### src/rtl/reset_seq_pkg.sv
// ----------------------------------------------------------------------------
// reset_seq_pkg
// Shared types and helpers for the board reset sequencer.
//   rst_seq_state_e : sequencer FSM states
//   rst_cause_e     : encoding of what started the most recent sequence
//   CauseW          : width of the cause field on the sequencer interface
//   max3/clog2_min1 : elaboration-time sizing helpers for counters
// ----------------------------------------------------------------------------
package reset_seq_pkg;

    typedef enum logic [1:0] {
        HOLDOFF = 2'd0,
        ASSERT  = 2'd1,
        RELEASE = 2'd2,
        RUN     = 2'd3
    } rst_seq_state_e;

    localparam int unsigned CauseW = 2;

    typedef enum logic [CauseW-1:0] {
        CausePor = 2'd0,
        CausePll = 2'd1,
        CauseExt = 2'd2,
        CauseSw  = 2'd3
    } rst_cause_e;

    // Largest of three cycle counts; the shared counter must reach all of them.
    function automatic int unsigned max3(input int unsigned a,
                                         input int unsigned b,
                                         input int unsigned c);
        int unsigned m;
        m = a;
        if (b > m) m = b;
        if (c > m) m = c;
        return m;
    endfunction

    // Bits needed to hold 0..v-1, never less than one bit.
    function automatic int unsigned clog2_min1(input int unsigned v);
        return (v <= 1) ? 1 : $clog2(v);
    endfunction

endpackage

### src/rtl/reset_sequencer_if.sv
// ----------------------------------------------------------------------------
// reset_sequencer_if
// Groups the reset-request inputs and the staged reset outputs of the
// sequencer so the board top can pass them around as one bundle.
//   pll_locked_i  : async PLL lock indication
//   ext_rst_req_i : async board reset button, active-high level
//   sw_rst_req_i  : synchronous single-cycle reset request (debug/software)
//   rst_domain_no : active-low domain resets, bit 0 releases first
//   seq_done_o    : high while every domain is released
//   rst_cause_o   : cause of the last sequence (see rst_cause_e)
// Modports: master = the sequencer, slave = the board logic around it.
// ----------------------------------------------------------------------------
interface reset_sequencer_if #(
    parameter int unsigned NumDomains = 3
);
    import reset_seq_pkg::*;

    logic                  pll_locked_i;
    logic                  ext_rst_req_i;
    logic                  sw_rst_req_i;
    logic [NumDomains-1:0] rst_domain_no;
    logic                  seq_done_o;
    logic [CauseW-1:0]     rst_cause_o;

    modport master (
        input  pll_locked_i,
        input  ext_rst_req_i,
        input  sw_rst_req_i,
        output rst_domain_no,
        output seq_done_o,
        output rst_cause_o
    );

    modport slave (
        output pll_locked_i,
        output ext_rst_req_i,
        output sw_rst_req_i,
        input  rst_domain_no,
        input  seq_done_o,
        input  rst_cause_o
    );

endinterface

### src/rtl/reset_seq_sync.sv
// ----------------------------------------------------------------------------
// reset_seq_sync
// Plain flop-chain synchroniser for a single asynchronous level.
//   clk_i : destination clock
//   rst_i : synchronous active-high reset, clears the chain to 0
//   d_i   : asynchronous input
//   q_o   : synchronised output, SyncStages clocks behind d_i
// ----------------------------------------------------------------------------
module reset_seq_sync #(
    parameter int unsigned SyncStages = 2
) (
    input  logic clk_i,
    input  logic rst_i,
    input  logic d_i,
    output logic q_o
);

    logic [SyncStages-1:0] sync_q;
    logic [SyncStages-1:0] sync_d;

    // Shift the raw input into the bottom of the chain each clock.
    always_comb begin
        sync_d = {sync_q[SyncStages-2:0], d_i};
    end

    // Chain registers; cleared so a just-reset system reads "unlocked/idle".
    always_ff @(posedge clk_i) begin
        if (rst_i) begin
            sync_q <= '0;
        end else begin
            sync_q <= sync_d;
        end
    end

    assign q_o = sync_q[SyncStages-1];

endmodule

### src/rtl/reset_sequencer.sv
// ----------------------------------------------------------------------------
// reset_sequencer
// Board reset sequencer: waits for a stable PLL lock, holds every domain in
// reset for a programmed window, then releases the domains one at a time
// (interconnect first, core last). PLL loss, the board button or a software
// pulse restart the sequence and the cause is recorded.
//   clk_sys_i : system clock
//   rst_sys_i : synchronous active-high reset of the sequencer itself
//   bus       : reset_sequencer_if.master (requests in, domain resets out)
// ----------------------------------------------------------------------------
module reset_sequencer
    import reset_seq_pkg::*;
#(
    parameter int unsigned NumDomains     = 3,
    parameter int unsigned HoldoffCycles  = 5,
    parameter int unsigned AssertCycles   = 195,
    parameter int unsigned StageGapCycles = 16,
    parameter int unsigned SyncStages     = 2
) (
    input  logic               clk_sys_i,
    input  logic               rst_sys_i,
    reset_sequencer_if.master  bus
);

    localparam int unsigned MaxCycles = max3(HoldoffCycles, AssertCycles, StageGapCycles);
    localparam int unsigned CntW      = clog2_min1(MaxCycles);
    localparam int unsigned StW       = clog2_min1(NumDomains);

    localparam logic [CntW-1:0] HoldLast   = CntW'(HoldoffCycles - 1);
    localparam logic [CntW-1:0] AssertLast = CntW'(AssertCycles - 1);
    localparam logic [CntW-1:0] GapLast    = CntW'(StageGapCycles - 1);
    localparam logic [StW-1:0]  LastStage  = StW'(NumDomains - 1);

    // Reject parameter sets the counters and the release order cannot handle.
    if (NumDomains == 0) begin : g_chk_domains
        $fatal(1, "reset_sequencer: NumDomains must be >= 1");
    end
    if (HoldoffCycles == 0) begin : g_chk_holdoff
        $fatal(1, "reset_sequencer: HoldoffCycles must be >= 1");
    end
    if (AssertCycles == 0) begin : g_chk_assert
        $fatal(1, "reset_sequencer: AssertCycles must be >= 1");
    end
    if (StageGapCycles == 0) begin : g_chk_gap
        $fatal(1, "reset_sequencer: StageGapCycles must be >= 1");
    end
    if (SyncStages < 2) begin : g_chk_sync
        $fatal(1, "reset_sequencer: SyncStages must be >= 2");
    end

    logic lock_sync;
    logic ext_sync;

    reset_seq_sync #(.SyncStages(SyncStages)) u_sync_lock (
        .clk_i (clk_sys_i),
        .rst_i (rst_sys_i),
        .d_i   (bus.pll_locked_i),
        .q_o   (lock_sync)
    );

    reset_seq_sync #(.SyncStages(SyncStages)) u_sync_ext (
        .clk_i (clk_sys_i),
        .rst_i (rst_sys_i),
        .d_i   (bus.ext_rst_req_i),
        .q_o   (ext_sync)
    );

    rst_seq_state_e        state_q, state_d;
    logic [CntW-1:0]       cnt_q, cnt_d;
    logic [StW-1:0]        stage_q, stage_d;
    logic [StW-1:0]        stage_inc;
    logic [NumDomains-1:0] rst_domain_q, rst_domain_d;
    logic                  seq_done_q, seq_done_d;
    rst_cause_e            cause_q, cause_d;
    // Set once any sequence has reached RUN since rst_sys_i; decides whether
    // a lock loss during HOLDOFF counts as a PLL event or is still power-on.
    logic                  seq_seen_q, seq_seen_d;

    assign stage_inc = stage_q + StW'(1);

    // Next-state logic. Re-entry requests are checked first in every state,
    // PLL loss over button over software. Without a request the FSM steps
    // through holdoff -> assert window -> staged release -> run. Released
    // domains form a thermometer code, so each release shifts in another 1.
    always_comb begin
        state_d      = state_q;
        cnt_d        = cnt_q;
        stage_d      = stage_q;
        rst_domain_d = rst_domain_q;
        seq_done_d   = seq_done_q;
        cause_d      = cause_q;
        seq_seen_d   = seq_seen_q;

        if (!lock_sync) begin
            state_d      = HOLDOFF;
            cnt_d        = '0;
            stage_d      = '0;
            rst_domain_d = '0;
            seq_done_d   = 1'b0;
            if (state_q != HOLDOFF || seq_seen_q) begin
                cause_d = CausePll;
            end
        end else if (ext_sync) begin
            state_d      = ASSERT;
            cnt_d        = '0;
            stage_d      = '0;
            rst_domain_d = '0;
            seq_done_d   = 1'b0;
            cause_d      = CauseExt;
        end else if (bus.sw_rst_req_i) begin
            state_d      = ASSERT;
            cnt_d        = '0;
            stage_d      = '0;
            rst_domain_d = '0;
            seq_done_d   = 1'b0;
            cause_d      = CauseSw;
        end else begin
            case (state_q)
                HOLDOFF: begin
                    if (cnt_q == HoldLast) begin
                        state_d = ASSERT;
                        cnt_d   = '0;
                    end else begin
                        cnt_d = cnt_q + CntW'(1);
                    end
                end
                ASSERT: begin
                    if (cnt_q == AssertLast) begin
                        cnt_d        = '0;
                        stage_d      = '0;
                        rst_domain_d = NumDomains'(1);
                        if (NumDomains == 1) begin
                            state_d    = RUN;
                            seq_done_d = 1'b1;
                            seq_seen_d = 1'b1;
                        end else begin
                            state_d = RELEASE;
                        end
                    end else begin
                        cnt_d = cnt_q + CntW'(1);
                    end
                end
                RELEASE: begin
                    if (cnt_q == GapLast) begin
                        cnt_d        = '0;
                        stage_d      = stage_inc;
                        rst_domain_d = NumDomains'({rst_domain_q, 1'b1});
                        if (stage_inc == LastStage) begin
                            state_d    = RUN;
                            seq_done_d = 1'b1;
                            seq_seen_d = 1'b1;
                        end
                    end else begin
                        cnt_d = cnt_q + CntW'(1);
                    end
                end
                RUN: begin
                    seq_done_d = 1'b1;
                end
                default: begin
                    state_d = HOLDOFF;
                    cnt_d   = '0;
                end
            endcase
        end
    end

    // State and output registers; every output comes straight from a flop.
    always_ff @(posedge clk_sys_i) begin
        if (rst_sys_i) begin
            state_q      <= HOLDOFF;
            cnt_q        <= '0;
            stage_q      <= '0;
            rst_domain_q <= '0;
            seq_done_q   <= 1'b0;
            cause_q      <= CausePor;
            seq_seen_q   <= 1'b0;
        end else begin
            state_q      <= state_d;
            cnt_q        <= cnt_d;
            stage_q      <= stage_d;
            rst_domain_q <= rst_domain_d;
            seq_done_q   <= seq_done_d;
            cause_q      <= cause_d;
            seq_seen_q   <= seq_seen_d;
        end
    end

    assign bus.rst_domain_no = rst_domain_q;
    assign bus.seq_done_o    = seq_done_q;
    assign bus.rst_cause_o   = cause_q;

endmodule

### src/flat_wrapper.sv
// flat-port wrapper written by rule: the top's interface ports become plain ports
module reset_sequencer_flat import reset_seq_pkg::*;
#(
    parameter int unsigned NumDomains     = 3,
    parameter int unsigned HoldoffCycles  = 5,
    parameter int unsigned AssertCycles   = 195,
    parameter int unsigned StageGapCycles = 16,
    parameter int unsigned SyncStages     = 2
)
  (clk_sys_i, rst_sys_i, bus_pll_locked_i, bus_ext_rst_req_i, bus_sw_rst_req_i, bus_rst_domain_no, bus_seq_done_o, bus_rst_cause_o);
  reset_sequencer_if #(.NumDomains(NumDomains)) bus_i ();
  input  logic clk_sys_i;
  input  logic rst_sys_i;
  input wire logic [$bits(bus_i.pll_locked_i)-1:0] bus_pll_locked_i;
  input wire logic [$bits(bus_i.ext_rst_req_i)-1:0] bus_ext_rst_req_i;
  input wire logic [$bits(bus_i.sw_rst_req_i)-1:0] bus_sw_rst_req_i;
  output wire logic [$bits(bus_i.rst_domain_no)-1:0] bus_rst_domain_no;
  output wire logic [$bits(bus_i.seq_done_o)-1:0] bus_seq_done_o;
  output wire logic [$bits(bus_i.rst_cause_o)-1:0] bus_rst_cause_o;
  assign bus_i.pll_locked_i = bus_pll_locked_i;
  assign bus_i.ext_rst_req_i = bus_ext_rst_req_i;
  assign bus_i.sw_rst_req_i = bus_sw_rst_req_i;
  assign bus_rst_domain_no = bus_i.rst_domain_no;
  assign bus_seq_done_o = bus_i.seq_done_o;
  assign bus_rst_cause_o = bus_i.rst_cause_o;
  reset_sequencer #(.NumDomains(NumDomains), .HoldoffCycles(HoldoffCycles), .AssertCycles(AssertCycles), .StageGapCycles(StageGapCycles), .SyncStages(SyncStages)) u_core (.clk_sys_i(clk_sys_i), .rst_sys_i(rst_sys_i), .bus(bus_i));
endmodule
### config.mk
export PLATFORM = sky130hd
export DESIGN_NAME = reset_sequencer_flat
export DESIGN_NICKNAME = d
export VERILOG_FILES = /design/src/rtl/reset_seq_pkg.sv /design/src/rtl/reset_sequencer_if.sv /design/src/rtl/reset_seq_sync.sv /design/src/rtl/reset_sequencer.sv /design/src/flat_wrapper.sv
export SDC_FILE = /design/constraint.sdc
export NUM_CORES = 1
export LEC_CHECK = 0
export ABC_AREA = 1
export BUFFER_PORTS_ARGS = -buffer_cell sky130_fd_sc_hd__buf_2
export CORE_MARGIN = 2
export CORE_UTILIZATION = 61
export CTS_BUF_LIST = sky130_fd_sc_hd__clkbuf_4 sky130_fd_sc_hd__clkbuf_8 sky130_fd_sc_hd__clkbuf_16
export DETAILED_ROUTE_END_ITERATION = 10
export HOLD_SLACK_MARGIN = 0.05
export PLACE_DENSITY_LB_ADDON = 0.15
export REMOVE_ABC_BUFFERS = 1
export SYNTH_ARGS = -nofsm -noshare
export SYNTH_HDL_FRONTEND = slang
export SYNTH_HIERARCHICAL = 1
export SYNTH_SLANG_ARGS = --single-unit
### constraint.sdc
create_clock -name clk_sys_i -period 3.3 [get_ports clk_sys_i]
set_clock_uncertainty 0.15 [all_clocks]
set_input_delay 0.165 -clock clk_sys_i [delete_from_list [all_inputs] [get_ports clk_sys_i]]
set_output_delay 0.165 -clock clk_sys_i [all_outputs]
set_load 0.05 [all_outputs]
==> results of run 1 <==
==> worst max path at each step <==
stage	slack [ns]	cells after the start	start	end
5_1_grt	1.31	8	u_core/state_q[1]$_SDFFE_PP0P_	u_core/cnt_q[7]$_SDFFE_PP0N_
4_1_cts	1.48	8	u_core/state_q[0]$_SDFFE_PP0P_	u_core/cnt_q[7]$_SDFFE_PP0N_
2_1_floorplan	1.72	8	u_core/state_q[0]$_SDFFE_PP0P_	u_core/cnt_q[7]$_SDFFE_PP0N_
3_5_place_dp	1.54	8	u_core/state_q[0]$_SDFFE_PP0P_	u_core/cnt_q[7]$_SDFFE_PP0N_
3_3_place_gp	1.58	8	u_core/state_q[0]$_SDFFE_PP0P_	u_core/cnt_q[7]$_SDFFE_PP0N_
6_report	1.47	8	u_core/state_q[0]$_SDFFE_PP0P_	u_core/cnt_q[7]$_SDFFE_PP0N_
==> where the power goes <==
part / total (mW) / switching, mW / internal (mW)
Combinational: 0.0307 / 0.0181 / 0.0126
Sequential: 0.284 / 0.00211 / 0.282
Clock: 0.133 / 0.0773 / 0.0553
Total: 0.447 / 0.0976 / 0.349
==> per-stage QoR <==
step	cells	setup slack (ns)	util	instance area, sq um
2_1_floorplan	161	1.72	-	1210
3_3_place_gp	198	1.58	0.676	1300
3_5_place_dp	198	1.54	0.676	1300
4_1_cts	208	1.48	0.723	1390
5_1_grt	208	1.31	0.723	1390
6_report	208	1.47	0.723	1390
==> metal layers <==
layer | part of all wire | GRT usage
met1 | 0.42 | 0.274
met2 | 0.53 | 0.432
met3 | 0.040 | 0.0429
met4 | 0.0068 | 0.0952
met5 | 0 | 0
==> cell families (layout without fill, tap and decap cells) <==
logic type | Yosys count | after routing | synth area share
AOI/OAI and AO/OA | 25 | 25 | 0.129
DFF | 23 | 23 | 0.376
buffers and inverters | 29 | 47 | 0.0900
xor gates and xnor gates | 4 | 4 | 0.0286
adders and majority gates | 9 | 9 | 0.0920
and+or+nand+nor | 73 | 73 | 0.284
==> cells in the final DEF (no fill, tap or decap), drive strengths merged <==
cell type / n
nand2: 32
inv: 27
nor2: 25
dfxtp: 23
a21oi: 16
nand3: 14
buf: 10
ha: 9
dlygate4sd3: 6
clkbuf: 4
nand4: 2
xor2: 2
o21ai: 2
xnor2: 2
o22ai: 1
o31ai: 1
a22o: 1
a221oi: 1
o211ai: 1
a211oi: 1
o211a: 1
==> final cells by class <==
| class | instances | area, sq um | share of cell area |
|---|---|---|---|
| flip-flops and latches | 23 | 460 | 0.332 |
| clock buffers | 4 | 30.0 | 0.0216 |
| well taps | 27 | 33.8 | 0.0243 |
| inverters | 27 | 101 | 0.0730 |
| repair buffers | 16 | 110 | 0.0793 |
| multi-input cells | 111 | 653 | 0.470 |
==> cell usage after synthesis (2+ instances only) <==
cell | n | area, sq um
a21oi_1 | 15 | 75.1
dfxtp_1 | 23 | 460
ha_1 | 9 | 113
inv_1 | 27 | 101
nand2_1 | 31 | 116
nand3_1 | 13 | 65.1
nand4_1 | 2 | 12.5
nor2_1 | 17 | 63.8
nor2_2 | 6 | 37.5
o21ai_0 | 2 | 10.0
xnor2_1 | 2 | 17.5
xor2_1 | 2 | 17.5
==> flip-flops by register name, indices dropped and copies added (netlist names) <==
| name | count |
|---|---|
| u_core/u_sync_lock/sync_q | 2 |
| u_core/bus.rst_domain_no | 3 |
| u_core/bus.rst_cause_o | 2 |
| u_core/u_sync_ext/sync_q | 2 |
| u_core/seq_seen_q | 1 |
| u_core/bus.seq_done_o | 1 |
| u_core/cnt_q | 8 |
| u_core/state_q | 2 |
| u_core/stage_q | 2 |
==> repair_timing <==
action                    in CTS  in global routing
buffers inserted               0                  0
hold endpoints to repair       6                  0
resized for setup              0                  0
hold buffers                   6                  0
==> worst max-delay path, cell delays in order, from the launching register on <==
cell	delay, ns
dfxtp_1	0.41
inv_1	0.10
ha_1	0.40
inv_1	0.11
a21oi_4	0.27
inv_1	0.06
nor2_1	0.09
nand2_1	0.06
a21oi_1	0.11
==> flow_summary.toml, run 1 <==
[run_status]
status = "finished clean"

[finish]
drive_gt1_frac = 0.138
nets = 196
antenna_cells = 0
fill_cells = 180
syn_to_final_growth_pct = 13.5

[power_and_ir_drop]
power.total_mw = 0.447
ir_drop_mv = 0.282
power.leakage_nw = 0.615
power_density_mw_per_mm2 = 322

[synth]
synth_edf_count = 0
ys_types = 26
syn-mean-instance-area_sq_um = 7.51
ys_ff_latch = 23
ys_async_sr_fraction = 0
synth_area_sq_mm = 0.00122
yosysSeqAreaShare = 0.376
synth_ff_type = "dfxtp_1"
syn_inst = 163
yosys_warnings = 6

[route]
routedWlPerCell_um = 12.0
antenna_left = 0
drtIter0Drc = 32
drc = 0
vias = 1088
wl_mm = 2.49
avgViaCountPerCell = 5.23
dr.pass1.iters = 4

[cts]
clkSinkCount = 23
clk_pin_slew_ns = 0.12
h-tree-depth = 1
cts_buffers = 3
clockBufferDepth = 2
cts-root-buf = "clkbuf_4"
clk_latency_ns = 0.30
cts_tree = "built"

[sta]
hold_violations = 0
rsz0062_at_grt = "no"
finalSetupViolCount = 0
relSlewSlack = 0.673
timing.final.crit_share = 0.556
post-route-min-period_ns = 1.83
tightest_slew_ns = 0.490
maxSlewViolCount = 0
whs_ns = 0.264
tns_ns = 0
fmax_mhz = 545

[die]
die-height_um = 48.8
rows = 16
initial_core_util = 0.637
ios = 11
die-area_sq_mm = 0.00238
core_sq_mm = 0.00192
chipWidth_um = 48.8

[setup_path]
cp.required_ns = 3.38
cp_max_fo = 8
r2r-end = "u_core/cnt_q[7]$_SDFFE_PP0N_"
reg2regPathDepth = 8
critPathArrivalTime_ns = 1.91
startpoint_type = "flip-flop"
crit_type = "reg -> reg"
worst-r2r-setup-slack_ns = 1.47
end_kind = "flip-flop"
r2r_start = "u_core/state_q[0]$_SDFFE_PP0P_"

[placement]
gp_congestion = 0.900
portBuffers = 10
hpwl_mm = 1.84

[grt]
grt_usage = 0.238
grt_pass1_vias = 1052
grt_pass1_wl_mm = 4.43
grt_antenna_before_repair = 0
grt_max_degree = 13
grt_overflow = 0

[hold_path]
min_path_cells = 2
min_from = "u_core/u_sync_ext/sync_q[0]$_SDFF_PP0_"
hold_end = "u_core/u_sync_ext/sync_q[1]$_SDFF_PP0_"
hp-class = "reg -> reg"

[run]
drv_cap = 0
Note: power is estimated with default switching activity, not from simulation.
==> run 2: changes to the inputs <==
- ABC_AREA: 1 -> 0
- CORE_UTILIZATION: 61 -> 57
- clock period: 3.3 -> 1.8 ns (I/O delays scaled with it)
==> run 2 against run 1 <==
The flow now finishes with violations (setup timing). Routed wire length is 84% higher. Fmax is 20% lower. Global-route usage is 13 points higher. Sequential share of layout area fell by 7.5 points. Sequential cell count is the same. Core utilization is 20 points higher. Clock power up 93%. Total power grew 92%. Sequential power increased by 82%. Critical path depth is 1 lower. First-iteration DRC count rose to 2.6 times the previous value. Worst hold slack worse by 0.20 ns.
==> flow_summary.toml, run 2 <==
[route]
drc = 0
drtIter0Drc = 82
antenna_left = 0
routedWlPerCell_um = 21.2
vias = 1441
dr.pass1.iters = 6
wl_mm = 4.59
avgViaCountPerCell = 6.64

[cts]
clk_latency_ns = 0.31
h-tree-depth = 1
cts_buffers = 3
cts_tree = "built"
clkSinkCount = 23
clockBufferDepth = 2
cts-root-buf = "clkbuf_4"
clk_pin_slew_ns = 0.13

[die]
die-area_sq_mm = 0.00248
ios = 11
core_sq_mm = 0.00196
chipWidth_um = 49.8
rows = 16
initial_core_util = 0.609
die-height_um = 49.8

[power_and_ir_drop]
p_switching_mw = 0.202
power.leakage_nw = 0.781
ir_drop_mv = 0.520
power_density_mw_per_mm2 = 472
intPower_mw = 0.655
p_clk_frac = 0.300
p_comb_frac = 0.095
seqPwrFrac = 0.605
switching_share = 0.235

[sta]
hold_violations = 0
timing.final.crit_share = 1.28
rsz0062_at_grt = "yes"
maxSlewViolCount = 0
post-route-min-period_ns = 2.30
whs_ns = 0.0606
fmax_mhz = 435
tightest_slew_ns = 0.580
timing.final.ws_setup_ns = -0.499
relSlewSlack = 0.610
finalSetupViolCount = 16

[placement]
portBuffers = 10
hpwl_mm = 2.33
place_inst = 202
placed_area_sq_mm = 0.00153
gp_congestion = 0.924

[grt]
gr-usage-met3 = 0.0606
grt_overflow = 0
use_met2 = 0.669
grt_usage = 0.365
grt_pass1_wl_mm = 6.78
busiest_layer = "met2"
use_met1 = 0.405
grt_pass1_vias = 1455
grt_antenna_before_repair = 0
grt_max_degree = 13

[run_status]
status = "finished, violations left"
violations = "setup timing"

[synth]
ys_types = 44
synth_top_cell_by_area = "dfxtp_1"
syn-mean-instance-area_sq_um = 8.98
ys_ff_latch = 23
yosysSeqAreaShare = 0.385
synthTopCellsByCount = "dfxtp_1, inv_1, ha_1"
synth.top_cells.by_area = "dfxtp_1, ha_1, inv_1, nor2b_1, a21oi_1"
syn_inst = 133
synth_most_common_cell = "dfxtp_1"
synth_ff_type = "dfxtp_1"
synth_area_sq_mm = 0.00119
synth_edf_count = 0
synth_top_area_share = 0.385
ys_async_sr_fraction = 0
yosys_warnings = 6

[finish]
syn_to_final_growth_pct = 52.0
layout_commonest_cell = "buf_4"
final_area_sq_mm = 0.00182
seqCellArea_sq_um = 467
drive_gt1_frac = 0.426
largest_register_ffs = 8
final_cell_mix = "buf_4, dfxtp_1, inv_1"
top_register = "u_core/cnt_q"
multi_input_area_sq_um = 831
nets = 205
antenna_cells = 0
fill_cells = 78
finalNonFillerCells = 217

[setup_path]
reg2regPathDepth = 7
critPathArrivalTime_ns = 2.37
cp.required_ns = 1.87
startpoint_type = "flip-flop"
crit_type = "reg -> reg"
end_kind = "flip-flop"
cp_max_fo = 4

[hold_path]
min_path_cells = 5
hp-class = "in -> reg"

[run]
drv_cap = 0
run 2: cell types whose count changed after synthesis, moves of 4 or more:
cell / change
nand2_1: -23
inv_1: -15
a21oi_1: -9
nand3_1: -9
nor2_1: -9
nor2_2: -6
nor2b_1: +6
and3_1: +4
nor3_1: +4
o21ai_0: +4
run 2: critical path, stage by stage, from the launching register on:
cell	delay (ns)
dfxtp_2	0.35
inv_2	0.08
ha_4	0.13
or4b_4	0.48
o31a_4	0.34
o31a_1	0.34
a31o_1	0.20
a21o_1	0.15
run 2: final timing paths:
check,start,endpoint,slack (ns)
worst max register to register,u_core/cnt_q[0]$_SDFFE_PP0N_,u_core/cnt_q[6]$_SDFFE_PP0N_,-0.50
worst max-delay path,u_core/cnt_q[0]$_SDFFE_PP0N_,u_core/cnt_q[6]$_SDFFE_PP0N_,-0.50
worst min-delay path,bus_sw_rst_req_i,u_core/bus.rst_cause_o[0]$_SDFFE_PP0P_,0.06
worst min register to register,u_core/u_sync_ext/sync_q[0]$_SDFF_PP0_,u_core/u_sync_ext/sync_q[1]$_SDFF_PP0_,0.31
run 2: area by class of cell:
cell class	count	share of cell area
Multi-Input combinational cell	96	0.457
Clock buffer	4	0.0165
Tap cell	27	0.0186
Inverter	12	0.0248
Timing Repair Buffer	55	0.226
Sequential cell	23	0.257
run 2: logic make-up (layout without fill, tap and decap cells):
group,Yosys count,count (layout),synth area share
adders and majority gates,9,9,0.0942
and+or+nand+nor,49,49,0.234
AOI/OAI and AO/OA,34,34,0.210
buffers and inverters,14,71,0.0440
xor gates and xnor gates,1,1,0.00733
DFF,23,23,0.385
muxes,3,3,0.0251
run 2: repair_timing:
item | CTS | global route
resized for setup | 25 | 12
endpoints found under the setup margin | 16 | 17
hold buffers | 6 | 0
pin swaps | 14 | 8
endpoints found under the hold margin | 7 | 0
setup buffers | 7 | 1
run 2: power by group through the flow:
stage | Sequential (mW) | Clock [mW] | Combinational (mW)
global placement | 0.530 | 0 | 0.0540
floorplan | 0.539 | 0 | 0.0203
CTS | 0.519 | 0.254 | 0.0721
finish | 0.518 | 0.257 | 0.0814
global route | 0.519 | 0.279 | 0.0856
detailed placement | 0.530 | 0 | 0.0571
run 2: per-stage QoR:
step	setup TNS [ns]	total power, mW	setup WS, ns	util
after global routing	-7.39	0.883	-0.569	0.926
after CTS	-5.60	0.844	-0.462	0.897
final	-6.58	0.857	-0.499	0.926
after detailed placement	-4.76	0.587	-0.455	0.778
after global placement	-4.09	0.584	-0.405	0.778
after floorplan	-3.29	0.559	-0.427	-
run 2: metal layers:
| metal | up-vias | wire length [um] |
|---|---|---|
| met3 | 45 | 417 |
| met1 | 670 | 1680 |
| met2 | 126 | 2160 |
| li1 | 600 | - |
| met4 | 0 | 333 |
| met5 | - | 0 |
